$ cat config.mk
export PLATFORM = sky130hd
export DESIGN_NAME = boolean_exp_sweeper_flat
export DESIGN_NICKNAME = d
export VERILOG_FILES = /design/src/rtl/boolean_exp_sweeper_pkg.sv /design/src/rtl/boolean_exp_sweeper_if.sv /design/src/rtl/boolean_exp_sweeper.sv /design/src/flat_wrapper.sv
export SDC_FILE = /design/constraint.sdc
export NUM_CORES = 1
export LEC_CHECK = 0
export ABC_AREA = 1
export BUFFER_PORTS_ARGS = -buffer_cell sky130_fd_sc_hd__buf_4
export CORE_UTILIZATION = 49
export CTS_CLUSTER_SIZE = 30
export DETAILED_ROUTE_END_ITERATION = 8
export PLACE_DENSITY = 0.76
export SYNTH_ARGS = -nofsm -noshare
export SYNTH_HDL_FRONTEND = slang
export SYNTH_SLANG_ARGS = --single-unit
$ cat constraint.sdc
create_clock -name clk -period 1.4 [get_ports clk]
set_input_delay 0.21 -clock clk [delete_from_list [all_inputs] [get_ports clk]]
set_output_delay 0.21 -clock clk [all_outputs]
set_load 0.01 [all_outputs]
$ cat src/rtl/boolean_exp_sweeper_pkg.sv
`default_nettype none
// ============================================================================
// Module   : boolexp_pkg
// Brief    : Shared state encoding and golden truth table for the sweeper.
// Revision : 1.0 - initial release
// ============================================================================
package boolexp_pkg;

    typedef enum logic [1:0] {
        S_IDLE    = 2'd0,
        S_SETTLE  = 2'd1,
        S_CAPTURE = 2'd2,
        S_DONE    = 2'd3
    } state_t;

    // Golden table for ABC + A'C' + D, bit i = OUT for vector i (A is MSB)
    localparam logic [15:0] REF_TT = 16'hEABB;

endpackage
`default_nettype wire

$ cat src/rtl/boolean_exp_sweeper_if.sv
`default_nettype none
// ============================================================================
// Module   : boolexp_sweep_if
// Brief    : Control/result bundle between a sweep requester and the sweeper.
// Revision : 1.0 - initial release
// ============================================================================
interface boolexp_sweep_if #(
    parameter int N_IN = 4
) ();

    localparam int TT_W = 2 ** N_IN;

    logic              start;
    logic [TT_W-1:0]   exp_table;
    logic              busy;
    logic              done;
    logic [TT_W-1:0]   truth_table;
    logic [N_IN:0]     ones_count;
    logic              mismatch;
    logic [N_IN-1:0]   fail_idx;

    modport master (
        output start, exp_table,
        input  busy, done, truth_table, ones_count, mismatch, fail_idx
    );

    modport slave (
        input  start, exp_table,
        output busy, done, truth_table, ones_count, mismatch, fail_idx
    );

endinterface
`default_nettype wire

$ cat src/rtl/boolean_exp_sweeper.sv
`default_nettype none
// ============================================================================
// Module   : boolean_exp_sweeper
// Brief    : Drives every input vector in order, captures OUT, counts ones and
//            flags the first disagreement with an expected truth table.
// Revision : 1.0 - initial release
// ============================================================================
module boolean_exp_sweeper
    import boolexp_pkg::*;
#(
    parameter int N_IN          = 4,
    parameter int SETTLE_CYCLES = 1
) (
    input  logic                clk,
    input  logic                rst,
    boolexp_sweep_if.slave      bus,
    output logic [N_IN-1:0]     vec,
    input  logic                f_in
);

    localparam int              TT_W     = 2 ** N_IN;
    localparam int              CNT_W    = (SETTLE_CYCLES > 1) ? $clog2(SETTLE_CYCLES) : 1;
    localparam logic [CNT_W-1:0] CNT_LAST = CNT_W'(SETTLE_CYCLES - 1);

    state_t            state_q, state_d;
    logic [CNT_W-1:0]  cnt_q, cnt_d;
    logic [N_IN-1:0]   vec_q, vec_d;
    logic [TT_W-1:0]   exp_q, exp_d;
    logic [TT_W-1:0]   tt_q, tt_d;
    logic [N_IN:0]     ones_q, ones_d;
    logic              busy_q, busy_d;
    logic              done_q, done_d;
    logic              mm_q, mm_d;
    logic [N_IN-1:0]   fidx_q, fidx_d;

    always_comb begin
        state_d = state_q;
        cnt_d   = cnt_q;
        vec_d   = vec_q;
        exp_d   = exp_q;
        tt_d    = tt_q;
        ones_d  = ones_q;
        busy_d  = busy_q;
        done_d  = 1'b0;
        mm_d    = mm_q;
        fidx_d  = fidx_q;

        case (state_q)
            S_IDLE: begin
                if (bus.start) begin
                    exp_d   = bus.exp_table;
                    vec_d   = '0;
                    cnt_d   = '0;
                    tt_d    = '0;
                    ones_d  = '0;
                    mm_d    = 1'b0;
                    fidx_d  = '0;
                    busy_d  = 1'b1;
                    state_d = S_SETTLE;
                end
            end
            S_SETTLE: begin
                cnt_d = cnt_q + 1'b1;
                if (cnt_q == CNT_LAST) begin
                    state_d = S_CAPTURE;
                end
            end
            S_CAPTURE: begin
                tt_d[vec_q] = f_in;
                ones_d      = ones_q + {{N_IN{1'b0}}, f_in};
                // Only the first disagreement is reported
                if ((f_in != exp_q[vec_q]) && !mm_q) begin
                    mm_d   = 1'b1;
                    fidx_d = vec_q;
                end
                if (&vec_q) begin
                    state_d = S_DONE;
                end else begin
                    vec_d   = vec_q + 1'b1;
                    cnt_d   = '0;
                    state_d = S_SETTLE;
                end
            end
            S_DONE: begin
                done_d  = 1'b1;
                busy_d  = 1'b0;
                state_d = S_IDLE;
            end
            default: state_d = S_IDLE;
        endcase
    end

    always_ff @(posedge clk or posedge rst) begin
        if (rst) begin
            state_q <= S_IDLE;
            cnt_q   <= '0;
            vec_q   <= '0;
            exp_q   <= '0;
            tt_q    <= '0;
            ones_q  <= '0;
            busy_q  <= 1'b0;
            done_q  <= 1'b0;
            mm_q    <= 1'b0;
            fidx_q  <= '0;
        end else begin
            state_q <= state_d;
            cnt_q   <= cnt_d;
            vec_q   <= vec_d;
            exp_q   <= exp_d;
            tt_q    <= tt_d;
            ones_q  <= ones_d;
            busy_q  <= busy_d;
            done_q  <= done_d;
            mm_q    <= mm_d;
            fidx_q  <= fidx_d;
        end
    end

    assign vec             = vec_q;
    assign bus.busy        = busy_q;
    assign bus.done        = done_q;
    assign bus.truth_table = tt_q;
    assign bus.ones_count  = ones_q;
    assign bus.mismatch    = mm_q;
    assign bus.fail_idx    = fidx_q;

endmodule
`default_nettype wire

$ cat src/flat_wrapper.sv
// flat-port wrapper written by rule: the top's interface ports become plain ports
module boolean_exp_sweeper_flat import boolexp_pkg::*;
#(
    parameter int N_IN          = 4,
    parameter int SETTLE_CYCLES = 1
)
  (clk, rst, vec, f_in, bus_start, bus_exp_table, bus_busy, bus_done, bus_truth_table, bus_ones_count, bus_mismatch, bus_fail_idx);
  boolexp_sweep_if #(.N_IN(N_IN)) bus_i ();
  input  logic clk;
  input  logic rst;
  output logic [N_IN-1:0] vec;
  input  logic f_in;
  input wire logic [$bits(bus_i.start)-1:0] bus_start;
  input wire logic [$bits(bus_i.exp_table)-1:0] bus_exp_table;
  output wire logic [$bits(bus_i.busy)-1:0] bus_busy;
  output wire logic [$bits(bus_i.done)-1:0] bus_done;
  output wire logic [$bits(bus_i.truth_table)-1:0] bus_truth_table;
  output wire logic [$bits(bus_i.ones_count)-1:0] bus_ones_count;
  output wire logic [$bits(bus_i.mismatch)-1:0] bus_mismatch;
  output wire logic [$bits(bus_i.fail_idx)-1:0] bus_fail_idx;
  assign bus_i.start = bus_start;
  assign bus_i.exp_table = bus_exp_table;
  assign bus_busy = bus_i.busy;
  assign bus_done = bus_i.done;
  assign bus_truth_table = bus_i.truth_table;
  assign bus_ones_count = bus_i.ones_count;
  assign bus_mismatch = bus_i.mismatch;
  assign bus_fail_idx = bus_i.fail_idx;
  boolean_exp_sweeper #(.N_IN(N_IN), .SETTLE_CYCLES(SETTLE_CYCLES)) u_core (.clk(clk), .rst(rst), .bus(bus_i), .vec(vec), .f_in(f_in));
endmodule
==> qor.yml, run 1 <==
power_and_ir_drop:
  sequentialPowerShare_pct: 39.3
  power_frac_clock_pct: 15.7
  internal-power_mw: 3.20
  report.power.total_mw: 5.25
  share_comb_of_total_power_pct: 45.0
  p_leak_nw: 1.63
  power.net_switching_mw: 2.05
  cellPowerDensity_nw_per_um2: 1630
  netSwitchingFraction_pct: 39.0
  irDropWorstVdd_uv: 688
place:
  preCtsSetupSlack_ns: -0.0802
  portBuffers: 51
  placedCellCount: 421
  detailedPlacementHpwl_um: 3870
  place_congestion: 0.795
  cell_area_after_placement_um2: 3050
floorplan:
  fp.coreArea_um2: 4750
  die_h_um: 72.7
  floorplan.die_area_um2: 5290
  floorplan.die.width_um: 72.7
  io_pins: 52
  initial_core_util_pct: 51.5
  number_of_rows_created_at_floorplan: 25
logic_synthesis:
  mappedNetlistNets: 320
  yosysUniqueCellTypes: 24
  ranking_of_synthesized_cells_by_area: "dfrtp_1 52%, nand2_1 12%, inv_1 6.9%"
  yosys_warnings: 0
  ys_seq_elements: 51
  synthesis.instances: 294
  synth_sequential_area_ratio_pct: 52.1
  synth_largest_type_area_fraction_pct: 52.1
  summed_instance_area_of_the_synthesized_netlist_um2: 2450
  post_synthesis_area_per_instance_um2: 8.33
  cell_taking_the_most_area_after_synthesis: "dfrtp_1"
run_status:
  violations: "negative setup slack"
  run_status: "complete, but fails checks"
final_layout:
  drive_above_1_share_pct: 28.3
  final_cell_count_no_fill: 434
  final.fill_count: 405
  layout.cells.most_common_list: "74 x nand2_1, 69 x buf_4, 48 x dfrtp_1"
  area_occupied_by_multi_input_gates_um2: 982
  layout.core_utilization_pct: 67.7
  final_cell_area_um2: 3220
  nNetsFinal: 392
  layout_commonest_cell: "nand2_1"
  antennaDiodeCount: 0
  area_growth_from_synthesis_to_layout_pct: 31.4
  ff_latch_area_um2: 1280
setup_path:
  crit_slowest_cell: "dfrtp_2"
  crit_top_cell: "nand2_1"
  cp_top_family: "simple AND/OR/NAND/NOR gates"
  crit_reg_reg_startpoint: "u_core.vec[0]$_DFFE_PP0P_"
  max_stage_delay_on_crit_path_ns: 0.44
  setup.worst_path.class: "reg2reg"
  timing.reg2reg.setup_slack_ns: -0.05
  cp_num_buf_inv: 2
  worst_r2r_endpoint: "u_core.bus.fail_idx[0]$_DFFE_PP0P_"
  startpoint_type: "flop"
  worst_ep_required_time_ns: 1.59
  setup.worst_path.end_class: "flop"
  worst_ep_arrival_time_ns: 1.64
  crit_path_cell_chain: "buf_12 -> nand2_1 -> nand3_1 -> nand2_1 -> nand2_1 -> nand2_2 -> inv_1 -> nand2_2 -> nand2_2 -> nand3_4 -> nand3_1 -> nand2_1"
  critical_path.max_fanout: 10
  rr_worst_depth: 12
sta:
  rsz_0062_raised_after_global_routing: "yes"
  final_max_slew_viol_count: 0
  fin_tns_setup_ns: -0.229
  final.min_clock_period_ns: 1.45
  post-route-period-util_pct: 103
  skew_ns: 0.0111
  slew_headroom_pct: 64.8
  clock.fmax_mhz: 691
  timing.final.ws_setup_ns: -0.0473
  finalSetupViolCount: 6
  timing.hold.ws_ns: 0.109
  worstMarginPinSlew_ns: 0.527
  final-hold-violation-count: 0
hold_path:
  min_path_type: "in2reg"
  hold_path.startpoint: "bus_exp_table[0]"
  holdPathStages: 3
  holdPathEnd: "u_core.exp_q[0]$_DFFE_PP0P_"
clocking:
  clock_tree.root_cell: "clkbuf_8"
  cts.clk_slew.worst_paths_ns: 0.09
  clock_tree.buffer_depth: 2
  htree_levels: 2
  cts_tree: "built"
  number_of_buffers_inserted_during_clock_tree_synthesis: 5
  worstSkewPairLatency_ns: 0.30
  numClockSinks: 51
grt:
  largest_net_degree_at_the_start_of_global_routing: 52
  gr-usage-all-layers_pct: 22.2
  grt_first_pass_wirelength_um: 9100
  grt_pass1_vias: 2063
  overflow: 0
  initial_antenna_violation_count: 0
detailed_routing:
  via_per_inst: 4.98
  drt_first_pass_iters: 4
  ant_nets: 0
  routed-via-count: 2163
  drtIter0Drc: 159
  drcViolationCount: 0
  total_wirelength_um: 5540
  detail_route.wl_per_cell_um: 12.8
flow_run:
  max_cap_viol_count: 0
-- layout make-up --
cell class | instances | share of cell area [%]
Clock buffer | 7 | 2.37
Clock inverter | 1 | 0.156
Inverter | 47 | 5.68
Multi-Input combinational cell | 187 | 30.5
Sequential cell | 51 | 39.8
Tap cell | 67 | 2.60
Timing Repair Buffer | 74 | 18.9
-- routing by layer --
| metal | share of wire (%) | track usage (%) | up-vias |
|---|---|---|---|
| met4 | 1.2 | 7.63 | 0 |
| met2 | 50 | 38.2 | 40 |
| met1 | 46 | 28.7 | 1023 |
| li1 | - | - | 1091 |
| met5 | 0 | 0 | - |
| met3 | 2.4 | 3.18 | 9 |
-- Yosys cell counts (all sizes together) --
library cell,count
nand2,83
dfrtp,51
inv,47
o21ai,27
nand3,22
a21oi,15
o22ai,14
nor2,11
buf,6
ha,6
clkbuf,3
a22o,2
nor3,2
o211ai,2
a32oi,1
a41oi,1
xor2,1
-- logic make-up (layout without fill, tap and decap cells) --
family	count (synthesis)	in the layout	share of synthesized area (%)
and+or+nand+nor	118	118	21.0
AOI/OAI and AO/OA	62	62	14.2
xor gates and xnor gates	1	1	0.358
adders and majority gates	6	6	3.06
buffers and inverters	56	129	9.24
DFF	51	51	52.1
-- worst min-delay path: stages --
cell and delay (ns):
buf_4 0.08, nand2_1 0.04, o21ai_0 0.05
-- how the worst max path moves through the flow --
stage          cells after the start  slack, ns                            endpoint                 startpoint
5_1_grt                           12      -0.19  u_core.bus.fail_idx[0]$_DFFE_PP0P_  u_core.vec[0]$_DFFE_PP0P_
6_report                          12      -0.05  u_core.bus.fail_idx[0]$_DFFE_PP0P_  u_core.vec[0]$_DFFE_PP0P_
3_5_place_dp                      12      -0.08  u_core.bus.fail_idx[1]$_DFFE_PP0P_  u_core.vec[0]$_DFFE_PP0P_
3_3_place_gp                      10      0.002  u_core.bus.fail_idx[0]$_DFFE_PP0P_  u_core.vec[1]$_DFFE_PP0P_
4_1_cts                           11      -0.04  u_core.bus.fail_idx[0]$_DFFE_PP0P_  u_core.vec[0]$_DFFE_PP0P_
2_1_floorplan                     12       0.05  u_core.bus.fail_idx[0]$_DFFE_PP0P_  u_core.vec[0]$_DFFE_PP0P_
-- power groups by stage --
| stage | clock network (mW) | registers [mW] | logic [mW] |
|---|---|---|---|
| global route | 0.871 | 2.10 | 2.66 |
| finish | 0.822 | 2.07 | 2.36 |
| floorplan | 0 | 2.12 | 1.41 |
| CTS | 0.823 | 2.07 | 2.26 |
| global placement | 0 | 2.07 | 2.10 |
| detailed placement | 0 | 2.09 | 2.16 |
-- registers in the layout, indices dropped and copies added, names as in the netlist --
register and cells:
u_core.bus.truth_table 16, u_core.vec 4, u_core.bus.busy 1, u_core.bus.ones_count 5
u_core.bus.done 1, u_core.bus.fail_idx 4, u_core.state_q 2, u_core.bus.mismatch 1
u_core.cnt_q 1, u_core.exp_q 16
-- timing repair --
action / 4_1_cts / 5_1_grt
buffers inserted: 2 / 2
endpoints found under the setup margin: 10 / 26
gates resized for setup: 9 / 3
endpoints found under the hold margin: 51 / 0
hold buffers: 1 / 0
pin swaps: 1 / 1
cloned: 0 / 0
Power figures use the tool's default switching activity.
==> run 2: changes to the inputs <==
--- a/config.mk
+++ b/config.mk
@@ -10,7 +10,7 @@
 export CORE_UTILIZATION = 49
 export CTS_CLUSTER_SIZE = 30
 export DETAILED_ROUTE_END_ITERATION = 8
-export PLACE_DENSITY = 0.76
+export PLACE_DENSITY = 0.88
 export SYNTH_ARGS = -nofsm -noshare
 export SYNTH_HDL_FRONTEND = slang
 export SYNTH_SLANG_ARGS = --single-unit
==> qor.yml, run 2 (synthesized netlist as in run 1, its figures left out) <==
final_layout:
  antennaDiodeCount: 0
  layout.cells.most_common_list: "73 x buf_4, 65 x nand2_1, 48 x dfrtp_1"
  area_growth_from_synthesis_to_layout_pct: 35.9
  final.fill_count: 357
  drive_above_1_share_pct: 35.8
  nNetsFinal: 396
  layout_commonest_cell: "buf_4"
  ff_latch_area_um2: 1280
  area_occupied_by_multi_input_gates_um2: 1070
  final_cell_area_um2: 3330
detailed_routing:
  total_wirelength_um: 6050
  drt_first_pass_iters: 4
  via_per_inst: 5.13
  ant_nets: 0
  drcViolationCount: 0
  drtIter0Drc: 141
  detail_route.wl_per_cell_um: 13.8
  routed-via-count: 2249
grt:
  grt_first_pass_wirelength_um: 9470
  initial_antenna_violation_count: 0
  overflow: 0
  gr-usage-all-layers_pct: 23.4
  grt_pass1_vias: 2149
  largest_net_degree_at_the_start_of_global_routing: 35
flow_run:
  max_cap_viol_count: 0
clocking:
  numClockSinks: 51
  clock_tree.buffer_depth: 2
  number_of_buffers_inserted_during_clock_tree_synthesis: 5
  htree_levels: 2
  worstSkewPairLatency_ns: 0.31
  clock_tree.root_cell: "clkbuf_8"
  cts_tree: "built"
  cts.clk_slew.worst_paths_ns: 0.09
setup_path:
  cp_top_family: "simple AND/OR/NAND/NOR gates"
  critical_path.max_fanout: 6
  max_stage_delay_on_crit_path_ns: 0.45
  crit_path_cell_chain: "buf_6 -> nand2_1 -> nand3_1 -> nand2_1 -> nand2_2 -> nand2_4 -> inv_2 -> nand2_2 -> nand2_2 -> nand3_4 -> nand3_1 -> nand2_1"
  crit_slowest_cell: "dfrtp_2"
  cp_num_buf_inv: 2
  setup.worst_path.end_class: "flop"
  worst_ep_arrival_time_ns: 1.73
  worst_ep_required_time_ns: 1.60
  startpoint_type: "flop"
  timing.reg2reg.setup_slack_ns: -0.13
  setup.worst_path.class: "reg2reg"
sta:
  skew_ns: 0.00977
  final-hold-violation-count: 0
  timing.final.ws_setup_ns: -0.126
  final.min_clock_period_ns: 1.53
  post-route-period-util_pct: 109
  finalSetupViolCount: 8
  timing.hold.ws_ns: 0.109
  slew_headroom_pct: 78.2
  fin_tns_setup_ns: -0.604
  rsz_0062_raised_after_global_routing: "yes"
  final_max_slew_viol_count: 0
  clock.fmax_mhz: 655
  worstMarginPinSlew_ns: 0.324
place:
  detailedPlacementHpwl_um: 3980
  preCtsSetupSlack_ns: -0.0427
  place_congestion: 0.811
  cell_area_after_placement_um2: 3030
  portBuffers: 51
floorplan:
  fp.coreArea_um2: 4750
  floorplan.die.width_um: 72.7
  number_of_rows_created_at_floorplan: 25
  die_h_um: 72.7
  initial_core_util_pct: 51.5
  floorplan.die_area_um2: 5290
  io_pins: 52
power_and_ir_drop:
  cellPowerDensity_nw_per_um2: 1680
  irDropWorstVdd_uv: 798
  p_leak_nw: 1.65
run_status:
  run_status: "complete, but fails checks"
  violations: "negative setup slack"
hold_path:
  min_path_type: "in2reg"
-- run 2: report_power, final --
part / switching, mW / internal [mW]
Clock: 0.486 / 0.350
Sequential: 0.212 / 1.86
Combinational: 1.59 / 1.11
Total: 2.28 / 3.32
-- run 2: what timing repair did --
item	4_1_cts	5_1_grt
setup buffers	0	7
pin swaps	2	7
gates resized for setup	10	32
endpoints found under the setup margin	18	26
endpoints found under the hold margin	21	0
hold buffers	1	0
cloned	0	0
-- run 2: worst paths after layout --
kind / from / cells after the start / end
max: u_core.vec[0]$_DFFE_PP0P_ / 12 / u_core.bus.fail_idx[1]$_DFFE_PP0P_
min: bus_exp_table[7] / 3 / u_core.exp_q[7]$_DFFE_PP0P_
min in group asynchronous: rst / 3 / u_core.exp_q[3]$_DFFE_PP0P_
max in group asynchronous: rst / 4 / u_core.vec[1]$_DFFE_PP0P_
max reg2reg: u_core.vec[0]$_DFFE_PP0P_ / 12 / u_core.bus.fail_idx[1]$_DFFE_PP0P_
min reg2reg: u_core.bus.busy$_DFFE_PP0P_ / 2 / u_core.bus.busy$_DFFE_PP0P_
-- run 2: final cells by class --
cell class	instances	area share (%)
clock buffer	6	2.18
clock inverter	2	0.376
inverter	47	5.79
multi-input combinational	187	32.1
sequential	51	38.4
tap	67	2.52
timing repair buffer	78	18.6
-- run 2: through the flow --
step	power (mW)	cells	util [%]
floorplan	3.53	294	-
global placement	4.16	422	63.7
detailed placement	4.24	422	63.7
CTS	5.15	431	66.2
global route	5.98	438	70.0
finish	5.60	438	70.0
-- run 2: tightest hold or removal path, cell delays in order --
cell	delay [ns]
buf_4	0.08
nand2_1	0.04
o21ai_0	0.06
-- run 2: routing by layer --
layer  track usage (%)  up-vias  wire length, um
li1                  -     1105                -
met1              30.1     1064             2470
met2              38.5       69             3140
met3              5.25       11              342
met4              8.93        0              104
met5                 0        -                0
